--- config.mk ---
export PLATFORM = sky130hd
export DESIGN_NAME = host_cmd_tx
export DESIGN_NICKNAME = d
export VERILOG_FILES = /design/src/rtl/host_cmd_tx.sv
export SDC_FILE = /design/constraint.sdc
export NUM_CORES = 1
export LEC_CHECK = 0
export BUFFER_PORTS_ARGS = -buffer_cell sky130_fd_sc_hd__buf_2
export CAP_MARGIN = 20
export CORE_UTILIZATION = 27
export DETAILED_ROUTE_END_ITERATION = 12
export PLACE_DENSITY = 0.43
export SYNTH_ARGS = -nofsm -noshare
export SYNTH_HDL_FRONTEND = slang
export SYNTH_SLANG_ARGS = --single-unit
--- constraint.sdc ---
create_clock -name i_clk -period 2.51 [get_ports i_clk]
set_clock_uncertainty 0.15 [all_clocks]
set_input_delay 0.3765 -clock i_clk [delete_from_list [all_inputs] [get_ports i_clk]]
set_output_delay 0.3765 -clock i_clk [all_outputs]
set_load 0.02 [all_outputs]
--- src/rtl/host_cmd_tx.sv ---
// host_cmd_tx: buffers 32-bit host commands in a FIFO and sends each one as two 16-bit stream beats, low half first;
// separately acknowledges irq_req after a programmable delay and counts the acknowledges.
module host_cmd_tx #(
   parameter int FIFO_DEPTH  = 8,
   parameter int IRQ_ACK_DLY = 2
) (
   input  logic                        i_clk,
   input  logic                        i_rst_n,
   input  logic [31:0]                 i_cmd_data,
   input  logic                        i_cmd_last,
   input  logic                        i_cmd_valid,
   output logic                        o_cmd_ready,
   output logic [15:0]                 o_m_axis_tdata,
   output logic                        o_m_axis_tvalid,
   input  logic                        i_m_axis_tready,
   output logic                        o_m_axis_tlast,
   output logic [$clog2(FIFO_DEPTH):0] o_fifo_level,
   output logic                        o_tx_busy,
   input  logic                        i_irq_req,
   output logic                        o_irq_ack,
   output logic [7:0]                  o_irq_count
);
   localparam int AW = $clog2(FIFO_DEPTH);
   localparam int CW = $clog2(IRQ_ACK_DLY) + 1;
   typedef enum logic [1:0] {IDLE, LO, HI} tx_state_t;
   typedef enum logic [1:0] {I_IDLE, I_WAIT, I_ACK, I_HOLD} irq_state_t;
   tx_state_t     r_tx_state;
   irq_state_t    r_irq_state;
   logic [32:0]   r_mem [FIFO_DEPTH];
   logic [AW-1:0] r_wr_ptr, r_rd_ptr;
   logic [AW:0]   r_level;
   logic [32:0]   r_word;
   logic [CW-1:0] r_dly;
   logic [7:0]    r_irq_count;
   logic          w_push, w_pop, w_empty;
   assign w_empty = r_level == '0;
   assign o_cmd_ready = r_level != (AW+1)'(FIFO_DEPTH);
   assign w_push = i_cmd_valid && o_cmd_ready;
   // Refill straight from HI so back-to-back commands stream without a bubble
   assign w_pop = !w_empty && (r_tx_state == IDLE || (r_tx_state == HI && i_m_axis_tready));
   assign o_m_axis_tvalid = r_tx_state != IDLE;
   assign o_m_axis_tdata = r_tx_state == HI ? r_word[31:16] : r_word[15:0];
   assign o_m_axis_tlast = r_tx_state == HI && r_word[32];
   assign o_tx_busy = !w_empty || r_tx_state != IDLE;
   assign o_fifo_level = r_level;
   assign o_irq_ack = r_irq_state == I_ACK;
   assign o_irq_count = r_irq_count;
   always_ff @(posedge i_clk or negedge i_rst_n) begin
      if (!i_rst_n) begin
         r_wr_ptr <= '0;
         r_rd_ptr <= '0;
         r_level <= '0;
         for (int i = 0; i < FIFO_DEPTH; i++) r_mem[i] <= '0;
      end else begin
         if (w_push) begin
            r_mem[r_wr_ptr] <= {i_cmd_last, i_cmd_data};
            r_wr_ptr <= r_wr_ptr + 1'b1;
         end
         if (w_pop) r_rd_ptr <= r_rd_ptr + 1'b1;
         if (w_push != w_pop) r_level <= w_push ? r_level + 1'b1 : r_level - 1'b1;
      end
   end
   always_ff @(posedge i_clk or negedge i_rst_n) begin
      if (!i_rst_n) begin
         r_tx_state <= IDLE;
         r_word <= '0;
      end else begin
         if (w_pop) r_word <= r_mem[r_rd_ptr];
         case (r_tx_state)
            IDLE:    if (!w_empty) r_tx_state <= LO;
            LO:      if (i_m_axis_tready) r_tx_state <= HI;
            HI:      if (i_m_axis_tready) r_tx_state <= w_empty ? IDLE : LO;
            default: r_tx_state <= IDLE;
         endcase
      end
   end
   always_ff @(posedge i_clk or negedge i_rst_n) begin
      if (!i_rst_n) begin
         r_irq_state <= I_IDLE;
         r_dly <= '0;
         r_irq_count <= '0;
      end else begin
         case (r_irq_state)
            I_IDLE: if (i_irq_req) begin
               r_dly <= CW'(IRQ_ACK_DLY - 1);
               r_irq_state <= I_WAIT;
            end
            I_WAIT: begin
               if (!i_irq_req) r_irq_state <= I_IDLE;
               else if (r_dly == '0) r_irq_state <= I_ACK;
               else r_dly <= r_dly - 1'b1;
            end
            I_ACK: begin
               if (r_irq_count != 8'hFF) r_irq_count <= r_irq_count + 1'b1;
               r_irq_state <= I_HOLD;
            end
            I_HOLD:  if (!i_irq_req) r_irq_state <= I_IDLE;
            default: r_irq_state <= I_IDLE;
         endcase
      end
   end
endmodule

Yosys cells after proc, flatten, opt, wreduce, memory -nomap -nowiden
Index checks and enable logic that the tools add are counted.
Storage, ports and cells
  bits in registers: 321
  input port bits: 38
  word-level logic and storage cells: 82
Cells by class
  add/sub/neg operators: 6
  $lt $le $gt $ge: 3
  equal/unequal tests: 16
  multiplexer cells: 21
  bitwise logic cells: 2
  reductions and logical operators: 18
Operator list (number)
  $bwmux W264: 1
  $bmux W33 S3: 1
  $demux W33 S3: 1
  $mux W33: 3
  $mux W2: 9
  $mux W16: 1
  $ne A2 B2 Y1 const B: 7
  $add A8 B1 Y8 const B: 1
  $ge A4 B4 Y1 const B: 2
  $ne A8 B8 Y1 const B: 1
  $not A3 Y4: 2
  $pmux W2 S4: 1
  $add A3 B1 Y3 const B: 2
  $eq A2 B2 Y1 const B: 3
  $logic_not A2 Y1: 3
  $pmux W2 S3: 1
  $reduce_and A3 Y1: 2
  $logic_and A1 B1 Y1: 5
  $add A4 B1 Y4 const B: 1
  $eq A2 B1 Y1 const B: 2
  $logic_not A4 Y1: 1
  $lt A4 B1 Y1 const B: 1
  $mux W4: 1
  $ne A4 B4 Y1 const B: 1
  other kinds (11): 13

Depth between registers and ports, before layout
  depth in word-level cells: 6
  depth in mapped cells: 9
  gate-level depth less buffers: 8

Worst setup path after synthesis
Ideal clock, no wire load.
  path type: reg2reg
  from: register r_level[0], in the netlist o_fifo_level[0]
  to: register r_level[3], in the netlist o_fifo_level[3]
  arrival time: 2440 ps
  slack: -161 ps
  stages on the path, launching flop included: 10
  buffers on the path: 1
  cell sequence: dfrtp_1 -> or4b_4 -> and2_4 -> buf_12 -> inv_12 -> ha_1 -> a21o_1 -> a21oi_1 -> mux2i_1 -> xnor2_1
Between the ends
  elaborated cells on any way between the ends: 9
  classes of those cells: add/sub: 2; eq/ne: 2; mux: 1; reduce/logical: 4
RTL lines
  from (decl): RTL line 31  | logic [AW:0] r_level;
  from (signal assigned): RTL line 60  | if (w_push != w_pop) r_level <= w_push ? r_level + 1'b1 : r_level - 1'b1;
  $ne A4 B4 Y1 (*): RTL line 37  | assign o_cmd_ready = r_level != (AW+1)'(FIFO_DEPTH);
  via o_cmd_ready: RTL line 12  | output logic o_cmd_ready,
  $logic_and A1 B1 Y1 (*): RTL line 38  | assign w_push = i_cmd_valid && o_cmd_ready;
  $mux W4 or $ne A1 B1 Y1 (tied branches): RTL line 60
The timed path passes the listed nets; every way through them passes the cells marked *.
A chain may end at the register's enable or synchronous reset.

Worst setup path after layout
  from: register r_tx_state[1]
  to: output o_m_axis_tdata[8]
Between the ends
  cells in the longest elaborated chain, start to end: 2
RTL lines
  from (decl): RTL line 27  | tx_state_t r_tx_state;
  from (signal assigned): RTL line 72  | HI: if (i_m_axis_tready) r_tx_state <= w_empty ? IDLE : LO;
  $eq A2 B2 Y1: RTL line 42  | assign o_m_axis_tdata = r_tx_state == HI ? r_word[31:16] : r_word[15:0];
  $mux W16: RTL line 42
  to (decl): RTL line 13  | output logic [15:0] o_m_axis_tdata,
Every way passes these cells.

==> impl_metrics.toml <==
[critical_path]
worst-setup-path-type = "reg -> out"
crit_chain = "nand2b_1, buf_12, mux2_2, buf_2"
critical_path_arrival_ns = 1.87
worstSetupEndpointType = "output port"
cp-start-kind = "register"
worst-r2r-cell-count = 8
required_ns = 1.98
crit_path_max_incr_delay_ns = 0.41
cp_slowest_cell = "dfrtp_1"
critical_path_peak_fanout = 17

[synthesis]
synth.lib_cells_used.distinct = 50
syn-mean-instance-area_um2 = 16.2
synthesis.yosys.warnings = 0
synth_top_cells_by_area = "dfrtp_1, mux4_2, mux2_4, mux2_2, mux2_1"
synth_most_common_cell = "dfrtp_1"
yosysSeqAreaShare = 0.540
netlist_area_um2 = 14900
synth_edf_count = 0
ys.flop_type = "dfrtp_1"
postSynthNetCount = 964
share_of_flip_flops_with_an_asynchronous_set_or_reset = 1.00
postSynthRegisterBits = 321
syn-instance-count = 919
synthDominantAreaCellType = "dfrtp_1"
yosysTopAreaCellShare = 0.540
synth_common_cells = "dfrtp_1, mux2_2, mux2_4"

[clock_network]
clock-sinks = 321
cts.path.max_buffers = 3
cts_tree = "yes"
clk_root_buffer_cell = "clkbuf_16"
clkTransAtPathRegs_ns = 0.06
numCtsBuffers = 38
clkLatencyLatePin_ns = 0.55
cts_max_level = 2

[sta]
max_slew.worst_pin.slew_ns = 0.654
layout_worst_path_cycle_share = 0.955
fin_tns_setup_ns = 0
setup_slack_ns = 0.112
rsz0062_at_grt = "false"
slew-limit-headroom = 0.564
timing.final.crit_period_ns = 2.40
setup_viol_count_final = 0
max_freq_ghz = 0.417
slew_violations = 0
finalHoldViolations = 0

[placed_design]
place_congestion = 0.682
place.port_buffers = 70
place_worst_setup_slack_ns = 0.118
place_area_um2 = 16300
hpwlAfterDp_um = 22100

[finish]
fillerInstances = 5223
antenna_cells = 0
area.growth.synth_to_final_pct = 20.6
final_net_count = 1095
final_design_area_no_fill_um2 = 17900
post_route_cells_drive_above_1_share = 0.434

[drt]
met1Wirelength_um = 17900
routed_wire_per_std_cell_um = 20.5
detail_route.first_pass.iterations = 4
remaining_antenna_violation_count_after_routing = 0
met2_wirelength_um = 16900
dr_wl_met3_um = 989
route.detailed.vias_per_inst = 4.58
num_vias = 8124
routed.top_layer = "met4"
wl_um = 36400
detailedRoute.firstIterationViolations = 427
drc = 0

[global_route]
number_of_antenna_violations_at_the_first_check_in_global_routing = 0
groute.usage.overall = 0.135
grt_start_max_net_pins = 70
grt_pass1_wl_um = 57100
grt_remaining_overflow = 0
first_global_vias = 8913

[hold_path]
worst_hold_stages = 2
worst_hold_path_type = "in -> reg"

[outcome]
run_status = "complete, no violations"

[floorplan]
floorplan.initialDensity = 0.275
design.core.area_um2 = 54100
floorplan.die.width_um = 237
die_ar_um2 = 56100
std_cell_rows = 85
ports_placed_on_the_boundary = 71
fp.dieH_um = 237

[flow_run]
max_cap_viol_count = 0

[power_and_ir_drop]
power.static_leakage_nw = 7.76
p_total_mw = 24.9
peakVddDrop_mv = 0.493
power_density_nw_per_um2 = 1390
[per-layer routing]
layer  up-vias  track usage
li1       3653            -
met1      4331        0.192
met2       101        0.210
met3        39       0.0210
met4         0       0.0417
met5         -            0
[logic make-up after synthesis]
logic type | count (synthesis) | share of synthesized area
adders and majority gates | 7 | 0.00639
xor gates and xnor gates | 10 | 0.00589
muxes | 387 | 0.363
and+or+nand+nor | 83 | 0.0341
DFF | 321 | 0.540
AOI/OAI and AO/OA | 49 | 0.0188
buffers and inverters | 62 | 0.0325
[cell type report]
class	instances	area [um^2]	share of cell area
multi-input combinational	536	6390	0.356
timing repair buffer	148	1330	0.0739
tap	696	871	0.0485
inverter	5	31.3	0.00174
sequential	321	8050	0.448
clock buffer	55	1120	0.0622
clock inverter	12	168	0.00934
[report_power, final]
group / internal, mW / switching (mW) / total [mW]
combinational: 5.68 / 4.15 / 9.82
clock: 3.50 / 2.22 / 5.72
sequential: 7.81 / 1.54 / 9.35
total: 17.0 / 7.91 / 24.9
[flip-flops by register name (all words and copies together), names as in the netlist, named ones only]
register and count:
o_fifo_level 4, r_mem 264, r_wr_ptr 3, r_rd_ptr 3, o_irq_count 8, r_word 33, r_irq_state 1, r_tx_state 2
r_dly 2
[per-stage QoR]
step	hold slack [ns]	util	std cells
2_1_floorplan	-0.0691	-	919
3_3_place_gp	0.150	0.302	1673
3_5_place_dp	0.140	0.302	1673
4_1_cts	0.00628	0.331	1773
5_1_grt	0.0209	0.331	1773
6_report	0.0284	0.331	1773
[worst max-delay path: cells and delay by family (launching register included)]
kind / cells / cell delay [ns]
flops: 1 / 0.41
buf+inv: 2 / 0.36
simple gates: 1 / 0.13
mux: 1 / 0.40
[placed cells by master, fill, tap and decap left out, drive strengths merged, types with 2 or more instances in the layout]
master	Yosys	layout
dlygate4sd3	0	32
dfrtp	321	321
inv	5	7
nand2	14	14
buf	42	116
mux4	66	66
ha	6	6
nand4	4	4
bufinv	0	4
nand3	2	2
a21oi	39	39
nor2	39	39
xor2	4	4
or2	2	2
clkbuf	15	55
nor4b	2	2
nand2b	5	5
clkinv	0	6
mux2i	35	35
nor3	4	4
mux2	286	286
xnor2	6	6
nand4b	2	2
nor2b	3	3
[worst paths after layout]
| path | start | endpoint | slack, ns |
|---|---|---|---|
| setup / recovery | r_tx_state[1]$_DFFE_PN0P_ | o_m_axis_tdata[8] | 0.11 |
| hold / removal | i_cmd_data[27] | r_mem[159]$_DFFE_PN0P_ | 0.03 |
| setup reg to reg | o_fifo_level[1]$_DFFE_PN0P_ | o_fifo_level[3]$_DFFE_PN0P_ | 0.13 |
| hold reg to reg | r_mem[97]$_DFFE_PN0P_ | r_mem[97]$_DFFE_PN0P_ | 0.33 |
| max in group asynchronous | i_rst_n | r_mem[250]$_DFFE_PN0P_ | 1.31 |
| min in group asynchronous | i_rst_n | r_mem[171]$_DFFE_PN0P_ | 0.16 |
[repair_timing]
item	in CTS	in global routing
endpoints found under the hold margin	426	0
gates resized for setup	1	0
buffers inserted	1	0
hold buffers	32	0
endpoints found under the setup margin	16	0
Power figures use the tool's default switching activity.
